`src/rtl/data_mem_responder.sv`:
```
// data_mem_responder: data-side memory model for a processor test harness.
// Serves loads from a word RAM, classifies stores to detect test completion
// (pass/fail with an error code), counts stores and records each one in a
// write-log FIFO that a consumer drains with a valid/ready handshake.
//
// state | meaning
// RUN   | test running; stores accepted, classified, counted and logged
// PASS  | expected value stored to the result address; terminal until reset
// FAIL  | bad result / out-of-range / misaligned store; terminal until reset
module data_mem_responder #(
    parameter int DEPTH     = 64,
    parameter int PASS_ADR  = 100,
    parameter int PASS_VAL  = 7,
    parameter int LOG_DEPTH = 4
) (
    input  logic        clk,
    input  logic        reset,
    input  logic        MemWrite,
    input  logic [31:0] DataAdr,
    input  logic [31:0] WriteData,
    output logic [31:0] ReadData,
    output logic        done,
    output logic        pass,
    output logic [1:0]  err_code,
    output logic [15:0] wr_count,
    output logic        log_valid,
    input  logic        log_ready,
    output logic [31:0] log_adr,
    output logic [31:0] log_data,
    output logic        log_overflow
);

    localparam int AW = (DEPTH > 1) ? $clog2(DEPTH) : 1;
    localparam int LW = (LOG_DEPTH > 1) ? $clog2(LOG_DEPTH) : 1;

    localparam logic [31:0] RAM_BYTES   = 32'(4 * DEPTH);
    localparam logic [31:0] PASS_ADR_W  = 32'(PASS_ADR);
    localparam logic [31:0] PASS_VAL_W  = 32'(PASS_VAL);
    localparam logic [LW:0] LOG_FULL    = (LW + 1)'(LOG_DEPTH);

    localparam logic [1:0] ERR_NONE  = 2'd0;
    localparam logic [1:0] ERR_VALUE = 2'd1;
    localparam logic [1:0] ERR_RANGE = 2'd2;
    localparam logic [1:0] ERR_ALIGN = 2'd3;

    typedef enum logic [1:0] {
        ST_RUN  = 2'd0,
        ST_PASS = 2'd1,
        ST_FAIL = 2'd2
    } state_t;

    state_t      state_q, state_d;
    logic [1:0]  err_code_q, err_code_d;
    logic [15:0] wr_count_q, wr_count_d;
    logic [LW-1:0] wr_ptr_q, wr_ptr_d;
    logic [LW-1:0] rd_ptr_q, rd_ptr_d;
    logic [LW:0]   count_q, count_d;
    logic        overflow_q, overflow_d;

    logic [31:0] mem_q      [DEPTH];
    logic [31:0] log_adr_q  [LOG_DEPTH];
    logic [31:0] log_data_q [LOG_DEPTH];

    logic          in_range;
    logic [AW-1:0] word_idx;
    logic          store;
    logic          ram_we;
    logic          push_ok;
    logic          pop;
    logic          full;

    assign in_range = (DataAdr < RAM_BYTES);
    assign word_idx = DataAdr[AW+1:2];

    // Combinational load path; out-of-range addresses read as zero.
    always_comb begin
        ReadData = 32'd0;
        if (in_range) begin
            ReadData = mem_q[word_idx];
        end
    end

    assign store = (state_q == ST_RUN) && MemWrite;
    assign full  = (count_q == LOG_FULL);
    assign pop   = log_valid && log_ready;
    // A push into a full log still lands if the head leaves at the same edge.
    assign push_ok = store && (!full || pop);

    // Store classification, next state, error code and store counter.
    always_comb begin
        state_d    = state_q;
        err_code_d = err_code_q;
        wr_count_d = wr_count_q;
        ram_we     = 1'b0;
        if (store) begin
            if (wr_count_q != 16'hFFFF) begin
                wr_count_d = wr_count_q + 16'd1;
            end
            if (DataAdr[1:0] != 2'b00) begin
                state_d    = ST_FAIL;
                err_code_d = ERR_ALIGN;
            end else if (DataAdr == PASS_ADR_W) begin
                if (WriteData == PASS_VAL_W) begin
                    state_d = ST_PASS;
                end else begin
                    state_d    = ST_FAIL;
                    err_code_d = ERR_VALUE;
                end
            end else if (!in_range) begin
                state_d    = ST_FAIL;
                err_code_d = ERR_RANGE;
            end else begin
                // Gated by reset so a store in flight during reset is dropped.
                ram_we = reset;
            end
        end
    end

    // Log FIFO pointer, occupancy and overflow next-state.
    always_comb begin
        wr_ptr_d   = wr_ptr_q;
        rd_ptr_d   = rd_ptr_q;
        count_d    = count_q;
        overflow_d = overflow_q;
        if (push_ok) begin
            wr_ptr_d = wr_ptr_q + 1'b1;
        end
        if (pop) begin
            rd_ptr_d = rd_ptr_q + 1'b1;
        end
        if (push_ok && !pop) begin
            count_d = count_q + 1'b1;
        end else if (pop && !push_ok) begin
            count_d = count_q - 1'b1;
        end
        if (store && full && !pop) begin
            overflow_d = 1'b1;
        end
    end

    // Control and log-pointer registers, cleared by asynchronous reset.
    always_ff @(posedge clk or negedge reset) begin
        if (!reset) begin
            state_q    <= ST_RUN;
            err_code_q <= ERR_NONE;
            wr_count_q <= 16'd0;
            wr_ptr_q   <= '0;
            rd_ptr_q   <= '0;
            count_q    <= '0;
            overflow_q <= 1'b0;
        end else begin
            state_q    <= state_d;
            err_code_q <= err_code_d;
            wr_count_q <= wr_count_d;
            wr_ptr_q   <= wr_ptr_d;
            rd_ptr_q   <= rd_ptr_d;
            count_q    <= count_d;
            overflow_q <= overflow_d;
        end
    end

    // Data RAM; contents deliberately survive reset.
    always_ff @(posedge clk) begin
        if (ram_we) begin
            mem_q[word_idx] <= WriteData;
        end
    end

    // Log entry storage; entries are only visible through the occupancy count,
    // so reset only needs to clear the pointers.
    always_ff @(posedge clk) begin
        if (push_ok) begin
            log_adr_q[wr_ptr_q]  <= DataAdr;
            log_data_q[wr_ptr_q] <= WriteData;
        end
    end

    assign log_valid = (count_q != '0);

    // Head entry view; forced to zero whenever the log is empty.
    always_comb begin
        log_adr  = 32'd0;
        log_data = 32'd0;
        if (log_valid) begin
            log_adr  = log_adr_q[rd_ptr_q];
            log_data = log_data_q[rd_ptr_q];
        end
    end

    assign done         = (state_q != ST_RUN);
    assign pass         = (state_q == ST_PASS);
    assign err_code     = err_code_q;
    assign wr_count     = wr_count_q;
    assign log_overflow = overflow_q;

endmodule

```
`config.mk`:
```
export PLATFORM = sky130hd
export DESIGN_NAME = data_mem_responder
export DESIGN_NICKNAME = d
export VERILOG_FILES = /design/src/rtl/data_mem_responder.sv
export SDC_FILE = /design/constraint.sdc
export NUM_CORES = 2
export LEC_CHECK = 0
export ABC_CLOCK_PERIOD_IN_PS = 7430
export BUFFER_PORTS_ARGS = -buffer_cell sky130_fd_sc_hd__buf_2
export CAP_MARGIN = 15
export CORE_MARGIN = 3
export CORE_UTILIZATION = 52
export CTS_BUF_LIST = sky130_fd_sc_hd__clkbuf_8 sky130_fd_sc_hd__clkbuf_16
export CTS_CLUSTER_DIAMETER = 50
export DETAILED_ROUTE_END_ITERATION = 12
export HOLD_SLACK_MARGIN = 0.1
export PLACE_DENSITY_LB_ADDON = 0.1
export SLEW_MARGIN = 10
export SYNTH_ARGS = -nofsm -noshare
export SYNTH_HDL_FRONTEND = slang
export SYNTH_SLANG_ARGS = --single-unit
```
`constraint.sdc`:
```
create_clock -name clk -period 7.43 [get_ports clk]
set_input_delay 1.486 -clock clk [delete_from_list [all_inputs] [get_ports clk]]
set_output_delay 1.486 -clock clk [all_outputs]
set_load 0.02 [all_outputs]
```
==> key figures <==
Timing
  – Setup Skew: ~0.028 ns
  – Setup violations, final: 0
  – Final period util: 0.923
  – Tightest Pin Transition: ~1.4 ns
  – RSZ-0062 raised after global routing: false
  – Setup tns final: 0 ns
  – Final Hold Viols: 0
  – Relative slew slack: 0.0879
  – Pins Over Slew Limit: 0
  – Fmax: between 100 and 150 MHz
  – Final Critical Period: slightly below 7 ns
  – Worst Hold Margin: approximately 0.46 ns
  – PnR worst setup slack: 0.571 ns

Synth
  – Post-synth EDFFs: approximately 2,300
  – Yosys warnings: 0
  – Synthesized area: 90,200 um2
  – Synthesized area per cell: 19.1 um2
  – Cells after Synth: 4,729
  – Dominant synthesized flop cell: edfxtp_1
  – Post-synth cell types: 87
  – Seq/Total Area, Yosys: 0.775
  – FF+latch count, synth: about 2,300
  – Ys async rst share: 0.0120

Flow run
  – Max-capacitance violation count: 0

Clock network
  – Worst-case clock buffer depth: 3
  – H-tree levels: 4
  – Clock Tree Root: clkbuf_16
  – CTS tree: built
  – Post-CTS Resized: 0
  – Num CTS Buffers: about 230
  – Hold-fix buffers at CTS: 0
  – Clk_lat worst skew: 0.89 ns
  – Clock transition at path regs: around 0.06 ns
  – Clk sinks: approximately 2,300
  – Postcts setup bufs: 0

Pwr
  – Max IR drop VDD: roughly 260 uV
  – Power, Total: between 20 and 30 mW
  – Leak pwr: 33.3 nW
  – Power per cell area: 281 nW/um2

Worst setup path
  – Worst Setup End Kind: primary output
  – Crit-path cells: buf_8, buf_4, nor2_2, nand2_1, o32ai_1, o21ai_0, o211ai_1, nor4_1, buf_4, buf_2
  – Critical path's top delay family: simple AND/OR/NAND/NOR gates
  – CP required: approximately 5.9 ns
  – Peak per-stage delay on the critical path: just under 1 ns
  – Worst Path Arrival: around 5.4 ns
  – Critical path type: input pin to primary output
  – WP buf/inv: 4
  – Worst path slowest cell: nor4_1
  – Max FO, Critical Path: 39
  – Most used cell, CP: buf_4
  – Crit start category: input pin

Min path
  – Min-Delay Path Class: register to register

Floorplan
  – Initial Util: 0.524
  – Die Span X: 422 um
  – Core area: between 150,000 and 200,000 um2
  – Top-Level Pins: between 150 and 200
  – Die area: between 150,000 and 200,000 um2
  – Die span in y: approximately 420 um
  – Core Rows: between 150 and 200

Place
  – Dpl cells: 7,250
  – I/O Buffers: 185
  – Area post-placement: roughly 96,000 um2
  – Final Wtd Congestion: 0.969
  – Dpl ws: roughly 0.71 ns
  – Detailed placement HPWL: around 180 mm

Drt
  – Final ANT Viol Nets: 0
  – # DRC: 0
  – Wire per inst: approximately 38 um
  – Detailed Route Iter0 Violations: about 8,400
  – Met2 Routed Length: approximately 130 mm
  – First-pass detailed-route iteration total: 6
  – DR WL met3: 37.5 mm
  – Detailed-route via count: around 52,000
  – Vias per inst: ~6.7
  – Uppermost routed layer: met5
  – Met1 wire length: around 110 mm
  – Final wirelength: about 300 mm

Cells and area
  – Most frequent cells in the layout: 2,304 x edfxtp_1, 276 x o22ai_1, 266 x buf_4
  – Final Core Density: 0.598
  – Layout cells sized above 1: 0.247
  – Area delta synth->final: 14.1%
  – Layout Cells excl Fill: 7,695
  – Commonest non-fill, non-tap cell in the layout: edfxtp_1
  – Final layout net count: 5,252
  – Design area: approximately 100,000 um2

Global routing
  – Global-route wire length before repair: between 400 and 500 mm
  – Congestion Overflow GR: 0
  – Initial antenna violation count: 30
  – Largest net degree at the start of global routing: 85
  – GRT Util Overall: 0.329
  – Vias in the first global route: 49,100

Status
  – Status: completed
-- synthesized netlist by cell type, types with 26 or more instances --
library cell	number	area, um2
edfxtp_1	2304	69200
o22ai_1	276	1730
mux4_2	216	4860
mux2_2	202	2270
o221ai_1	174	1520
nand2_1	170	638
nor2_1	159	597
mux2i_1	155	1550
a21oi_1	123	616
buf_2	117	586
o21ai_0	101	505
and2_1	71	444
clkbuf_1	71	267
buf_4	66	495
a22oi_1	45	338
a221oi_1	35	307
dfrtp_1	28	701
buf_6	27	304
a211oi_1	26	195
-- report_power, final --
part / switching (mW) / total [mW] / internal, mW
clock network: 4.99 / 11.3 / 6.29
registers: 0.180 / 14.7 / 14.6
logic: 1.82 / 2.84 / 1.02
total: 6.99 / 28.9 / 21.9
-- cell type report --
type / instances / area, um2
flip-flops and latches: 2332 / 69900
fillers: 12700 / 69100
multi-input cells: 2108 / 19000
clock buffers: 240 / 5960
repair buffers: 489 / 3750
well taps: 2310 / 2890
clock inverters: 194 / 1340
inverters: 12 / 53.8
diodes: 10 / 25.0
-- worst paths after layout --
kind | depth (start not counted) | slack (ns) | from | end
setup / recovery | 10 | 0.57 | DataAdr[3] | ReadData[6]
hold / removal | 1 | 0.46 | log_overflow | log_overflow
setup reg to reg | 7 | 3.02 | state_q[0] | mem_q[17][27]
hold reg to reg | 1 | 0.46 | log_overflow | log_overflow
max in group asynchronous | 2 | 6.38 | reset | rd_ptr_q[1]
min in group asynchronous | 2 | 0.75 | reset | log_overflow
-- sequential cells by signal, summed over array words and instances, names as in the netlist --
| signal | count |
|---|---|
| log_overflow | 1 |
| log_adr_q | 128 |
| mem_q | 2048 |
| wr_count | 16 |
| wr_ptr_q | 2 |
| log_data_q | 128 |
| state_q | 2 |
| rd_ptr_q | 2 |
| err_code | 2 |
| count_q | 3 |
-- worst register-to-register path, stage by stage, from the launching register on --
cell and delay, ns:
dfrtp_1 0.44, nor2_1 0.17, nand2_1 0.16, nor3_1 0.39, and4b_1 0.78, nand3_1 0.86
nor2_4 0.96, buf_4 0.36
-- cells by family after synthesis --
group           count (synthesis)  synth area share
buf+inv                       320            0.0223
xor+xnor                       20           0.00194
other cells                     1         0.0000416
fa+ha+maj                       7           0.00105
compound gates                917            0.0715
flops                        2332             0.775
mux                           580            0.0981
simple gates                  552            0.0299
-- routing by layer --
layer  up-vias  track usage
met3       646       0.0951
met2      3616        0.476
li1      20500            -
met4         6        0.164
met5         -            0
met1     27000        0.459
(Power assumes the default switching activity.)
